[src/rtl/ibex_rf_wb_arbiter_pkg.sv]
// Shared types for the register-file writeback arbiter: FSM states and writeback source.
package ibex_defines;
  typedef enum logic {WB_IDLE, WB_BUSY} wb_state_e;
  typedef enum logic [1:0] {WB_LSU, WB_MD, WB_ALU, WB_NONE} wb_src_e;
endpackage

[src/rtl/ibex_rf_wb_arbiter_scoreboard.sv]
// Pending-write scoreboard: one bit per architectural register, set on issue,
// cleared on commit, with combinational RAW hazard lookup for two read ports.
module ibex_rf_scoreboard
  import ibex_defines::*;
#(
  parameter bit RV32E = 1'b0
) (
  input  logic       clk,
  input  logic       rst_n,
  input  logic       set_en,
  input  logic [4:0] set_addr,
  input  logic       clr_en,
  input  logic [4:0] clr_addr,
  input  logic [4:0] raddr_a,
  input  logic [4:0] raddr_b,
  output logic       hazard_a,
  output logic       hazard_b,
  output logic       set_hit,
  output logic       pend_nxt_any
);
  localparam int NUM_WORDS = RV32E ? 16 : 32;
  localparam int AW        = RV32E ? 4 : 5;

  logic [NUM_WORDS-1:1] pend_q;
  logic [NUM_WORDS-1:0] pend_full, pend_d;
  logic [AW-1:0]        set_idx, clr_idx, ra_idx, rb_idx;

  assign set_idx   = set_addr[AW-1:0];
  assign clr_idx   = clr_addr[AW-1:0];
  assign ra_idx    = raddr_a[AW-1:0];
  assign rb_idx    = raddr_b[AW-1:0];
  assign pend_full = {pend_q, 1'b0};
  assign set_hit   = set_en && (set_idx != '0);

  // Clear first so a same-cycle set on the same register wins.
  always_comb begin
    pend_d = pend_full;
    if (clr_en) pend_d[clr_idx] = 1'b0;
    if (set_hit) pend_d[set_idx] = 1'b1;
    pend_d[0] = 1'b0;
  end

  always_ff @(posedge clk or negedge rst_n) begin
    if (!rst_n) pend_q <= '0;
    else        pend_q <= pend_d[NUM_WORDS-1:1];
  end

  assign pend_nxt_any = |pend_d;
  assign hazard_a     = pend_full[ra_idx];
  assign hazard_b     = pend_full[rb_idx];
endmodule

[src/rtl/ibex_rf_wb_arbiter.sv]
// Register-file writeback arbiter: LSU > MD > ALU with ALU anti-starvation,
// one registered write per cycle, and a pending-write scoreboard for hazards.
module ibex_rf_wb_arbiter
  import ibex_defines::*;
#(
  parameter bit RV32E      = 1'b0,
  parameter int DATA_WIDTH = 32,
  parameter int STARVE_MAX = 4
) (
  input  logic                  clk,
  input  logic                  rst_n,
  input  logic                  lsu_valid_i,
  input  logic [4:0]            lsu_waddr_i,
  input  logic [DATA_WIDTH-1:0] lsu_wdata_i,
  input  logic                  md_valid_i,
  input  logic [4:0]            md_waddr_i,
  input  logic [DATA_WIDTH-1:0] md_wdata_i,
  output logic                  md_ready_o,
  input  logic                  alu_valid_i,
  input  logic [4:0]            alu_waddr_i,
  input  logic [DATA_WIDTH-1:0] alu_wdata_i,
  output logic                  alu_ready_o,
  input  logic                  issue_valid_i,
  input  logic [4:0]            issue_rd_i,
  input  logic [4:0]            raddr_a_i,
  input  logic [4:0]            raddr_b_i,
  output logic                  hazard_a_o,
  output logic                  hazard_b_o,
  output logic                  rf_we_o,
  output logic [4:0]            rf_waddr_o,
  output logic [DATA_WIDTH-1:0] rf_wdata_o,
  output logic                  busy_o
);
  localparam int SW = $clog2(STARVE_MAX + 1);

  wb_src_e               src;
  logic [SW-1:0]         starve_q;
  logic                  alu_prio;
  logic [4:0]            sel_addr, sel_eff;
  logic [DATA_WIDTH-1:0] sel_data;
  wb_state_e             state_q, state_d;
  logic                  set_hit, pend_nxt_any;

  assign alu_prio = (starve_q == SW'(STARVE_MAX));

  always_comb begin
    src = WB_NONE;
    if (lsu_valid_i)                    src = WB_LSU;
    else if (md_valid_i && alu_valid_i) src = alu_prio ? WB_ALU : WB_MD;
    else if (md_valid_i)                src = WB_MD;
    else if (alu_valid_i)               src = WB_ALU;
  end

  always_comb begin
    sel_addr = '0;
    sel_data = '0;
    case (src)
      WB_LSU:  begin sel_addr = lsu_waddr_i; sel_data = lsu_wdata_i; end
      WB_MD:   begin sel_addr = md_waddr_i;  sel_data = md_wdata_i;  end
      WB_ALU:  begin sel_addr = alu_waddr_i; sel_data = alu_wdata_i; end
      default: ;
    endcase
  end

  assign sel_eff     = RV32E ? {1'b0, sel_addr[3:0]} : sel_addr;
  assign md_ready_o  = (src == WB_MD);
  assign alu_ready_o = (src == WB_ALU);

  always_ff @(posedge clk or negedge rst_n) begin
    if (!rst_n)                                starve_q <= '0;
    else if (!alu_valid_i || src == WB_ALU)    starve_q <= '0;
    else if (!alu_prio)                        starve_q <= starve_q + SW'(1);
  end

  // x0 writes still consume the grant but never reach the register file.
  always_ff @(posedge clk or negedge rst_n) begin
    if (!rst_n) begin
      rf_we_o    <= 1'b0;
      rf_waddr_o <= '0;
      rf_wdata_o <= '0;
    end else begin
      rf_we_o <= (src != WB_NONE) && (sel_eff != 5'd0);
      if (src != WB_NONE) begin
        rf_waddr_o <= sel_eff;
        rf_wdata_o <= sel_data;
      end
    end
  end

  ibex_rf_scoreboard #(.RV32E(RV32E)) u_sb (
    .clk          (clk),
    .rst_n        (rst_n),
    .set_en       (issue_valid_i),
    .set_addr     (issue_rd_i),
    .clr_en       (rf_we_o),
    .clr_addr     (rf_waddr_o),
    .raddr_a      (raddr_a_i),
    .raddr_b      (raddr_b_i),
    .hazard_a     (hazard_a_o),
    .hazard_b     (hazard_b_o),
    .set_hit      (set_hit),
    .pend_nxt_any (pend_nxt_any)
  );

  always_ff @(posedge clk or negedge rst_n) begin
    if (!rst_n) state_q <= WB_IDLE;
    else        state_q <= state_d;
  end

  always_comb begin
    state_d = state_q;
    case (state_q)
      WB_IDLE: if (set_hit) state_d = WB_BUSY;
      WB_BUSY: if (!pend_nxt_any) state_d = WB_IDLE;
      default: state_d = WB_IDLE;
    endcase
  end

  always_comb begin
    busy_o = (state_q == WB_BUSY);
  end
endmodule

[config.mk]
export PLATFORM = sky130hd
export DESIGN_NAME = ibex_rf_wb_arbiter
export DESIGN_NICKNAME = d
export VERILOG_FILES = /design/src/rtl/ibex_rf_wb_arbiter_pkg.sv /design/src/rtl/ibex_rf_wb_arbiter_scoreboard.sv /design/src/rtl/ibex_rf_wb_arbiter.sv
export SDC_FILE = /design/constraint.sdc
export NUM_CORES = 1
export LEC_CHECK = 0
export BUFFER_PORTS_ARGS = -buffer_cell sky130_fd_sc_hd__buf_4
export CAP_MARGIN = 25
export CORE_MARGIN = 2
export CORE_UTILIZATION = 25
export CTS_CLUSTER_DIAMETER = 40
export CTS_CLUSTER_SIZE = 12
export DETAILED_ROUTE_END_ITERATION = 7
export GPL_TIMING_DRIVEN = 1
export SLEW_MARGIN = 20
export SYNTH_ARGS = -nofsm -noshare
export SYNTH_HDL_FRONTEND = slang
export SYNTH_SLANG_ARGS = --single-unit
[constraint.sdc]
create_clock -name clk -period 3.15 [get_ports clk]
set_clock_uncertainty 0.2 [all_clocks]
set_input_delay 0.4725 -clock clk [delete_from_list [all_inputs] [get_ports clk]]
set_output_delay 0.4725 -clock clk [all_outputs]
set_load 0.005 [all_outputs]
==> impl_metrics.toml, run 1 <==
[floorplan]
die_width_um = 129
die-area_sq_um = 16600
rows = 45
io_pins = 175
core_sq_um = 15200
die_height_um = 129
start_util_pct = 25.6

[routing]
first_pass_iters = 5
vias = 4055
drcViolationCount = 0
routed_wl_um = 13700
ant_nets = 0
drt_iter0_markers = 228
vias_per_cell = 5.33
wire_per_inst_um = 18.0

[sta]
fmax_mhz = 347
postLayoutSetupSlackWorst_ns = 0.266
relSlewSlack_pct = 42.5
fin_setup_tns_ns = 0
drv_slew = 0
setup_violations = 0
finalCriticalPeriod_ns = 2.88
hold_viol_final = 0
rsz0062_at_grt = "no"
period_share_pct = 91.6
worst_slew_pin_slew_ns = 0.861

[logic_synthesis]
yosysTopAreaCellShare_pct = 47.0
async_reset_ff_share_pct = 100
synth-edff-count = 0
yosys.area.top_type = "dfrtp_1"
ys.flop_type = "dfrtp_1"
ys_seq_elements = 73
yosys-top-cells-count = "73 x dfrtp_1, 63 x o21ai_0, 55 x nand2_1"
yosys_warnings = 0
ys_top_cells_by_area = "dfrtp_1 47%, mux4_2 10%, o21ai_0 8.1%, a221oi_1 7.2%, nand2_1 5.3%"
netlist_area_sq_um = 3890
synthesis.nets = 532
syn_inst = 398
yosysUniqueCellTypes = 33
yosysSeqAreaShare_pct = 47.0
syn_avg_cell_area_sq_um = 9.77
synth.most_common_cell = "dfrtp_1"

[worst_setup_path]
r2r_cells = 7
regToRegEndpoint = "starve_q[1]"
crit_slowest_cell = "a21oi_4"
cp_top_family = "compound AO/OA/AOI/OAI gates"
rr_startpoint = "starve_q[0]"
crit_buf_inv = 2
cp.arrival_ns = 2.21
r2r_setup_slack_ns = 0.65
critical_path_required_ns = 2.48
path_max_fanout = 31
crit_chain = "inv_1 -> ha_1 -> nand2_1 -> a21oi_4 -> buf_4"
cp_slowest_stage_delay_ns = 0.72
cp-start-kind = "flop"
cp-end-kind = "output pin"
criticalPathCategory = "flop to output pin"

[cts]
cts_hold_buf = 0
cts_tree = "done"
clock_latency_ns = 0.34
cts-root-buf = "clkbuf_16"
clock_sinks = 73
cts_repair_resize_count = 0
postCtsSetupRepairBufs = 0
cts_buffer_depth = 2
clk_pin_slew_worst_paths_ns = 0.06
cts_buffers = 9
htreeDepth = 3

[pwr]
cell_internal_pwr_mw = 2.30
power_switching_mw = 1.01
p_sw_share_pct = 30.6
clock_power_share_pct = 31.1
pwr-share-comb_pct = 27.4
seq_power_share_pct = 41.5
ir_drop_v = 0.000307
cellLeakagePower_nw = 2.50
cellPowerDensity_nw_per_um2 = 575

[job]
maxCapViolCount = 0

[min_path]
min_delay_worst_endpoint = "rf_wdata_o[5]"
hold_path.class = "input port to flop"
hp-start = "alu_wdata_i[5]"
hold_depth = 3

[placed_design]
place.gp.congestion = 0.959
post-dp-hpwl_um = 10100
port_buffers = 174
dp_worst_setup_slack_ns = 0.419

[final_layout]
drive_gt1_share_pct = 39.1
fill_cells = 1498
antenna_cells = 0
syn2layout_area_growth_pct = 48.1
nets = 702
finalCoreUtilization_pct = 37.9

[global_routing]
antenna_found_initial = 0
grt_max_degree = 74
grtUsageTotal_pct = 16.7
grt_pass1_vias = 4105
grt_pass1_wl_um = 21300
grt_overflow = 0

[run_status]
status = "completed"
## worst reg2reg max path, cell delays in order, from the launching register on
cell	delay, ns
dfrtp_1	0.40
inv_1	0.07
ha_1	0.25
nand2_1	0.18
a21oi_4	0.73
buf_4	0.33
nand2b_1	0.17
a21oi_1	0.06
## layout make-up
class,instances,area [sq um],share of cell area [%]
multi-input combinational,297,1990,34.5
sequential,73,1830,31.7
timing repair buffer,183,1400,24.2
clock buffer,11,243,4.21
tap,188,235,4.08
clock inverter,5,55.1,0.956
inverter,4,15.0,0.261
## power groups by stage
stage	Clock [mW]	Sequential [mW]	Combinational, mW
after floorplan	0	1.29	0.507
after global placement	0	1.36	0.871
after detailed placement	0	1.38	0.898
after CTS	1.07	1.36	0.900
after global routing	1.10	1.39	0.999
final	1.03	1.37	0.907
## registers in the layout, summed over array words and instances (netlist names)
name,cells
rf_wdata_o,32
u_sb.pend_q,31
rf_waddr_o,5
starve_q,3
busy_o,1
rf_we_o,1
## cell usage in the layout, fill, tap and decap left out, drive strengths merged, types with 2 or more instances in the layout
| master | count |
|---|---|
| nor4 | 9 |
| ha | 2 |
| nand2b | 6 |
| nor3 | 2 |
| clkinv | 2 |
| a22oi | 4 |
| mux4 | 18 |
| buf | 182 |
| nand4 | 4 |
| mux2 | 4 |
| nor2 | 36 |
| a21o | 4 |
| clkinvlp | 2 |
| clkbuf | 11 |
| o21ai | 64 |
| or2 | 2 |
| a21oi | 34 |
| dfrtp | 73 |
| nor2b | 3 |
| inv | 4 |
| nand2 | 55 |
| nand4b | 3 |
| nand4bb | 3 |
| a221oi | 32 |
| nand3 | 5 |
## how the worst max path moves through the flow
stage	startpoint	endpoint	slack (ns)	cells past startpoint
5_1_grt	starve_q[0]	alu_ready_o	0.08	5
3_5_place_dp	raddr_b_i[0]	hazard_b_o	0.42	5
3_3_place_gp	raddr_a_i[0]	hazard_a_o	0.43	5
6_report	starve_q[0]	alu_ready_o	0.27	5
2_1_floorplan	raddr_a_i[1]	hazard_a_o	0.53	6
4_1_cts	starve_q[0]	alu_ready_o	0.20	5
## cell families (layout without fill, tap and decap cells)
family,after synthesis,in the layout,share of synthesized area (%)
AO/OA/AOI/OAI,142,142,22.3
XOR/XNOR,1,1,0.225
adder cells (fa/ha/maj),2,2,0.643
buffers and inverters,28,203,2.77
flip-flops,73,73,47.0
multiplexers,22,22,11.6
AND/OR/NAND/NOR,130,130,15.5
## metrics by stage
stage | instances | hold WS [ns] | area, sq um | power, mW
after CTS | 759 | 0.121 | 5720 | 3.33
after global routing | 761 | 0.164 | 5760 | 3.49
after floorplan | 398 | -0.0231 | 3890 | 1.79
final | 761 | 0.176 | 5760 | 3.31
after global placement | 743 | 0.310 | 5420 | 2.23
after detailed placement | 743 | 0.323 | 5430 | 2.28
## layer usage
layer	share of wire, %	track usage [%]	vias to the layer above	wire length (um)
li1	-	-	1846	-
met1	40	20.1	1969	5420
met2	49	27.5	211	6730
met3	8.3	5.86	29	1130
met4	3.0	6.71	0	410
met5	0	0	-	0
(Power assumes the default switching activity.)
==> run 2: changes to the inputs <==
Settings changed: ABC_AREA from default to 1, REMOVE_ABC_BUFFERS from default to 1.
==> run 2 against run 1 <==
Register-to-register slack gained 0.33 ns. Via count grew 17%. Flip-flop and latch count is the same. Power grew 0.88%. Synthesized area grew 7.1%. First-iteration DRC count shrank 12%. Critical path type unchanged. Highest routed layer unchanged.
==> impl_metrics.toml, run 2 <==
[run_status]
status = "completed"

[final_layout]
stdcell_count = 991
antenna_cells = 0
final_cell_mix = "248 x nand2_1, 181 x buf_4, 73 x dfrtp_1"
regMostFlops = "rf_wdata_o"
reg.largest.list = "rf_wdata_o x32, u_sb.pend_q x31, rf_waddr_o x5"
largest_register_ff_count = 32
syn2layout_area_growth_pct = 45.8
nets = 900
drive_gt1_share_pct = 26.8
multi_input_area_sq_um = 2150
final_common_cell = "nand2_1"
seq_area_sq_um = 1830
fill_cells = 1760

[global_routing]
antenna_found_initial = 0
grtUsageTotal_pct = 18.2
grt_pass1_wl_um = 25000
grt_overflow = 0
grt_max_degree = 74
grt_pass1_vias = 4677

[logic_synthesis]
ys_seq_elements = 73
syn_inst = 591
yosysUniqueCellTypes = 28
syn_avg_cell_area_sq_um = 7.05
yosysSeqAreaShare_pct = 43.9
yosysTopAreaCellShare_pct = 43.9
yosys_warnings = 0
async_reset_ff_share_pct = 100
ys.flop_type = "dfrtp_1"
synth-edff-count = 0
ys_top_cells_by_area = "dfrtp_1 44%, nand2_1 22%, o21ai_0 6.7%, nor2_1 5.3%, nand4_1 5.0%"
synth.most_common_cell = "nand2_1"
yosys-top-cells-count = "248 x nand2_1, 73 x dfrtp_1, 59 x nor2_1"
yosys.area.top_type = "dfrtp_1"
netlist_area_sq_um = 4160

[routing]
met2_length_um = 7900
vias_per_cell = 4.77
routed_wl_um = 16000
first_pass_iters = 6
wl_met1_um = 6450
ant_nets = 0
drcViolationCount = 0
top_layer = "met4"
drt_iter0_markers = 200
vias = 4731
wl_met3_um = 1330
wire_per_inst_um = 16.1

[pwr]
power_switching_mw = 1.12
cell_internal_pwr_mw = 2.22
cellPowerDensity_nw_per_um2 = 551
seq_power_share_pct = 42.8
total_power_mw = 3.34
cellLeakagePower_nw = 2.90
clock_power_share_pct = 32.0
pwr-share-comb_pct = 25.3
ir_drop_v = 0.000253
p_sw_share_pct = 33.5

[cts]
cts_repair_resize_count = 0
postCtsSetupRepairBufs = 0
cts_buffer_depth = 2
cts-root-buf = "clkbuf_16"
htreeDepth = 3
clock_latency_ns = 0.34
clock_sinks = 73
cts_tree = "done"
cts_buffers = 9
clk_pin_slew_worst_paths_ns = 0.06

[floorplan]
rows = 47
io_pins = 175
die_width_um = 133
core_sq_um = 16400
start_util_pct = 25.4
die-area_sq_um = 17700
die_height_um = 133

[sta]
worst_hold_slack_ns = 0.137
relSlewSlack_pct = 57.9
fin_setup_tns_ns = 0
fmax_mhz = 386
finalCriticalPeriod_ns = 2.59
worst_slew_pin_slew_ns = 0.631
hold_viol_final = 0
rsz0062_at_grt = "no"
period_share_pct = 82.2
drv_slew = 0
postLayoutSetupSlackWorst_ns = 0.561
setup_violations = 0

[placed_design]
dp_worst_setup_slack_ns = 0.803
place.gp.congestion = 0.916
dp.cells = 973
port_buffers = 174
post-dp-hpwl_um = 12300

[min_path]
hp-start = "alu_wdata_i[8]"
min_delay_worst_endpoint = "rf_wdata_o[8]"
hold_depth = 3
hold_path.class = "input port to flop"

[worst_setup_path]
path_max_fanout = 9
critical_path_required_ns = 2.48
criticalPathCategory = "flop to output pin"
r2r_setup_slack_ns = 0.98
cp.arrival_ns = 1.92
rr_startpoint = "starve_q[0]"
regToRegEndpoint = "rf_we_o"
cp-end-kind = "output pin"
cp-start-kind = "flop"
r2r_cells = 11

[job]
maxCapViolCount = 0
run 2: cell count changes in the layout (fill, tap and decap cells not counted), moves of 18 or more:
cell      before  now
nand2_1       55  248
a221oi_1      32    0
nand4_1        4   33
a21oi_1       33    6
inv_1          4   30
nand3_1        5   27
nor2_1        36   58
mux4_2        18    0
run 2: per-stage QoR:
stage / util [%] / instance area [sq um]
2_1_floorplan: - / 4080
3_3_place_gp: 34.9 / 5720
3_5_place_dp: 34.9 / 5720
4_1_cts: 36.8 / 6030
5_1_grt: 37.0 / 6070
6_report: 37.0 / 6070
run 2: power by group through the flow:
stage / sequential, mW / combinational, mW / clock (mW)
global route: 1.45 / 0.968 / 1.13
finish: 1.43 / 0.844 / 1.07
floorplan: 1.30 / 0.454 / 0
global placement: 1.44 / 0.839 / 0
CTS: 1.42 / 0.844 / 1.09
detailed placement: 1.44 / 0.842 / 0
run 2: cell families after synthesis:
family / synth area share, %
adder cells (fa/ha/maj): 0.601
flip-flops: 43.9
buffers and inverters: 4.75
XOR/XNOR: 0.421
AO/OA/AOI/OAI: 11.5
AND/OR/NAND/NOR: 38.9
run 2: repair_timing:
| item | CTS | global route |
|---|---|---|
| setup endpoints to repair | 0 | 0 |
| endpoints found under the hold margin | 0 | 26 |
| hold buffers | 0 | 1 |
run 2: metal layers:
metal / vias to the layer above / GRT usage [%]
met3: 26 / 4.98
li1: 2306 / -
met5: - / 0
met1: 2188 / 22.2
met2: 211 / 31.2
met4: 0 / 5.79
run 2: how the worst max path moves through the flow:
stage,start,to,slack (ns),cells after the start
after global routing,starve_q[0],alu_ready_o,0.39,7
after detailed placement,raddr_a_i[0],hazard_a_o,0.80,9
after CTS,starve_q[0],alu_ready_o,0.50,7
after floorplan,lsu_valid_i,rf_waddr_o[0],0.23,3
final,starve_q[0],alu_ready_o,0.56,7
after global placement,raddr_a_i[0],hazard_a_o,0.82,9
run 2: final cells by class:
class | count | share of cell area, %
Multi-Input combinational cell | 468 | 35.4
Clock inverter | 2 | 0.577
Tap cell | 220 | 4.53
Clock buffer | 14 | 4.51
Timing Repair Buffer | 183 | 23.0
Inverter | 31 | 1.92
Sequential cell | 73 | 30.1
run 2: worst max-delay path, stage by stage, from the launching register on:
cell and delay (ns):
dfrtp_1 0.39, inv_1 0.09, ha_1 0.19, nand2_1 0.12, nand2_1 0.08, nand2_1 0.07, nor2_2 0.43, buf_4 0.21
==> run 3: changes to the inputs <==
Clock period 3.15 ns to 2.4 ns, I/O delays scaled along.
==> run 3 against run 2 <==
Setup slack worse by 0.41 ns. Count of clock-buffer cells in the layout is 5 lower. Final cell count up 0.20%. Non-clock buffer count increased by 2. Sequential share of layout area fell by 0.20 points. Global-route usage shrank 0.072 points. Critical path type unchanged.
==> impl_metrics.toml, run 3 (same netlist as run 2, synthesis figures left out) <==
[sta]
drv_slew = 0
rsz0062_at_grt = "no"
postLayoutSetupSlackWorst_ns = 0.148
finalCriticalPeriod_ns = 2.25
relSlewSlack_pct = 69.3
period_share_pct = 93.9
setup_violations = 0
hold_viol_final = 0
fmax_mhz = 444
worst_slew_pin_slew_ns = 0.458

[global_routing]
grtUsageTotal_pct = 18.1
grt_pass1_wl_um = 25100
grt_overflow = 0
grt_pass1_vias = 4674
grt_max_degree = 45
antenna_found_initial = 0

[worst_setup_path]
cp-end-kind = "output pin"
critical_path_required_ns = 1.84
rr_startpoint = "rf_waddr_o[0]"
cp-start-kind = "flop"
regToRegEndpoint = "busy_o"
r2r_cells = 10
criticalPathCategory = "flop to output pin"
path_max_fanout = 7
r2r_setup_slack_ns = 0.35
cp.arrival_ns = 1.69

[routing]
first_pass_iters = 5
wire_per_inst_um = 15.8
routed_wl_um = 15700
vias = 4752
vias_per_cell = 4.79
drcViolationCount = 0
ant_nets = 0
drt_iter0_markers = 181

[cts]
cts-root-buf = "clkbuf_16"
cts_buffers = 9
cts_tree = "done"
clk_pin_slew_worst_paths_ns = 0.06
cts_buffer_depth = 2
clock_sinks = 73
clock_latency_ns = 0.33
htreeDepth = 3

[floorplan]
die_width_um = 133
io_pins = 175
rows = 47
die-area_sq_um = 17700
start_util_pct = 25.4
core_sq_um = 16400
die_height_um = 133

[final_layout]
regMostFlops = "rf_wdata_o"
finalCoreUtilization_pct = 37.3
stdcell_count = 993
nets = 902
reg.largest.list = "rf_wdata_o x32, u_sb.pend_q x31, rf_waddr_o x5"
largest_register_ff_count = 32
final_cell_mix = "248 x nand2_1, 182 x buf_4, 73 x dfrtp_1"
syn2layout_area_growth_pct = 46.8
antenna_cells = 0
drive_gt1_share_pct = 27.3
final_common_cell = "nand2_1"

[min_path]
hold_path.class = "input port to flop"
hp-start = "alu_wdata_i[22]"
hold_depth = 3
min_delay_worst_endpoint = "rf_wdata_o[22]"

[pwr]
total_power_mw = 4.47
cellLeakagePower_nw = 2.92
cellPowerDensity_nw_per_um2 = 731
ir_drop_v = 0.000405

[job]
maxCapViolCount = 0

[placed_design]
dp_worst_setup_slack_ns = 0.284
post-dp-hpwl_um = 12400
port_buffers = 174
dp.cells = 975
place.gp.congestion = 0.948

[run_status]
status = "completed"
[run 3: cell types whose count changed in the layout (fill, tap and decap cells not counted), moves of 2 or more]
cell	change
buf_12	+2
clkbuf_1	-2
inv_6	+3
clkbuf_8	-3
[run 3: how the worst max path moves through the flow]
stage | startpoint | endpoint | cells after the start
after floorplan | lsu_valid_i | rf_waddr_o[0] | 3
after CTS | starve_q[0] | alu_ready_o | 7
after global routing | starve_q[0] | alu_ready_o | 7
after global placement | starve_q[0] | rf_wdata_o[6] | 9
after detailed placement | raddr_a_i[0] | hazard_a_o | 9
final | starve_q[0] | alu_ready_o | 7
[run 3: routing by layer]
metal	up-vias	GRT usage, %	part of all wire, %
li1	2327	-	-
met1	2182	23.3	41
met2	220	29.9	48
met3	23	4.90	8.5
met4	0	5.38	1.8
met5	-	0	0
[run 3: what timing repair did]
| item | CTS | global route |
|---|---|---|
| setup endpoints to repair | 1 | 1 |
| buffers inserted | 0 | 1 |
| hold endpoints to repair | 29 | 0 |
| pin swaps | 0 | 1 |
| hold buffers | 1 | 0 |
| resized for setup | 1 | 0 |
[run 3: report_power, final]
| group | leakage, nW | total [mW] | internal, mW | switching [mW] |
|---|---|---|---|---|
| clock | 0.161 | 1.47 | 0.921 | 0.552 |
| sequential | 0.865 | 1.88 | 1.52 | 0.355 |
| combinational | 1.89 | 1.11 | 0.508 | 0.606 |
| total | 2.92 | 4.47 | 2.95 | 1.51 |
[run 3: per-stage QoR]
step	hold slack [ns]	area [sq um]	TNS, ns
floorplan	-0.136	4080	-7.34
global placement	0.136	5760	0
detailed placement	0.128	5760	0
CTS	0.0178	6100	0
global route	0.0231	6110	0
finish	0.0244	6110	0
[run 3: cell type report]
class / instances / area, sq um
fill: 1770 / 10300
inverter: 31 / 116
timing repair buffer: 185 / 1420
tap: 220 / 275
multi-input combinational: 468 / 2150
clock inverter: 7 / 100
clock buffer: 9 / 225
sequential: 73 / 1830
[run 3: critical path, cell delays in order, from the launching register on]
cell and delay (ns):
dfrtp_1 0.38, inv_1 0.09, ha_1 0.19, nand2_1 0.12
nand2_1 0.08, nand2_1 0.09, nor2_4 0.24, buf_4 0.16
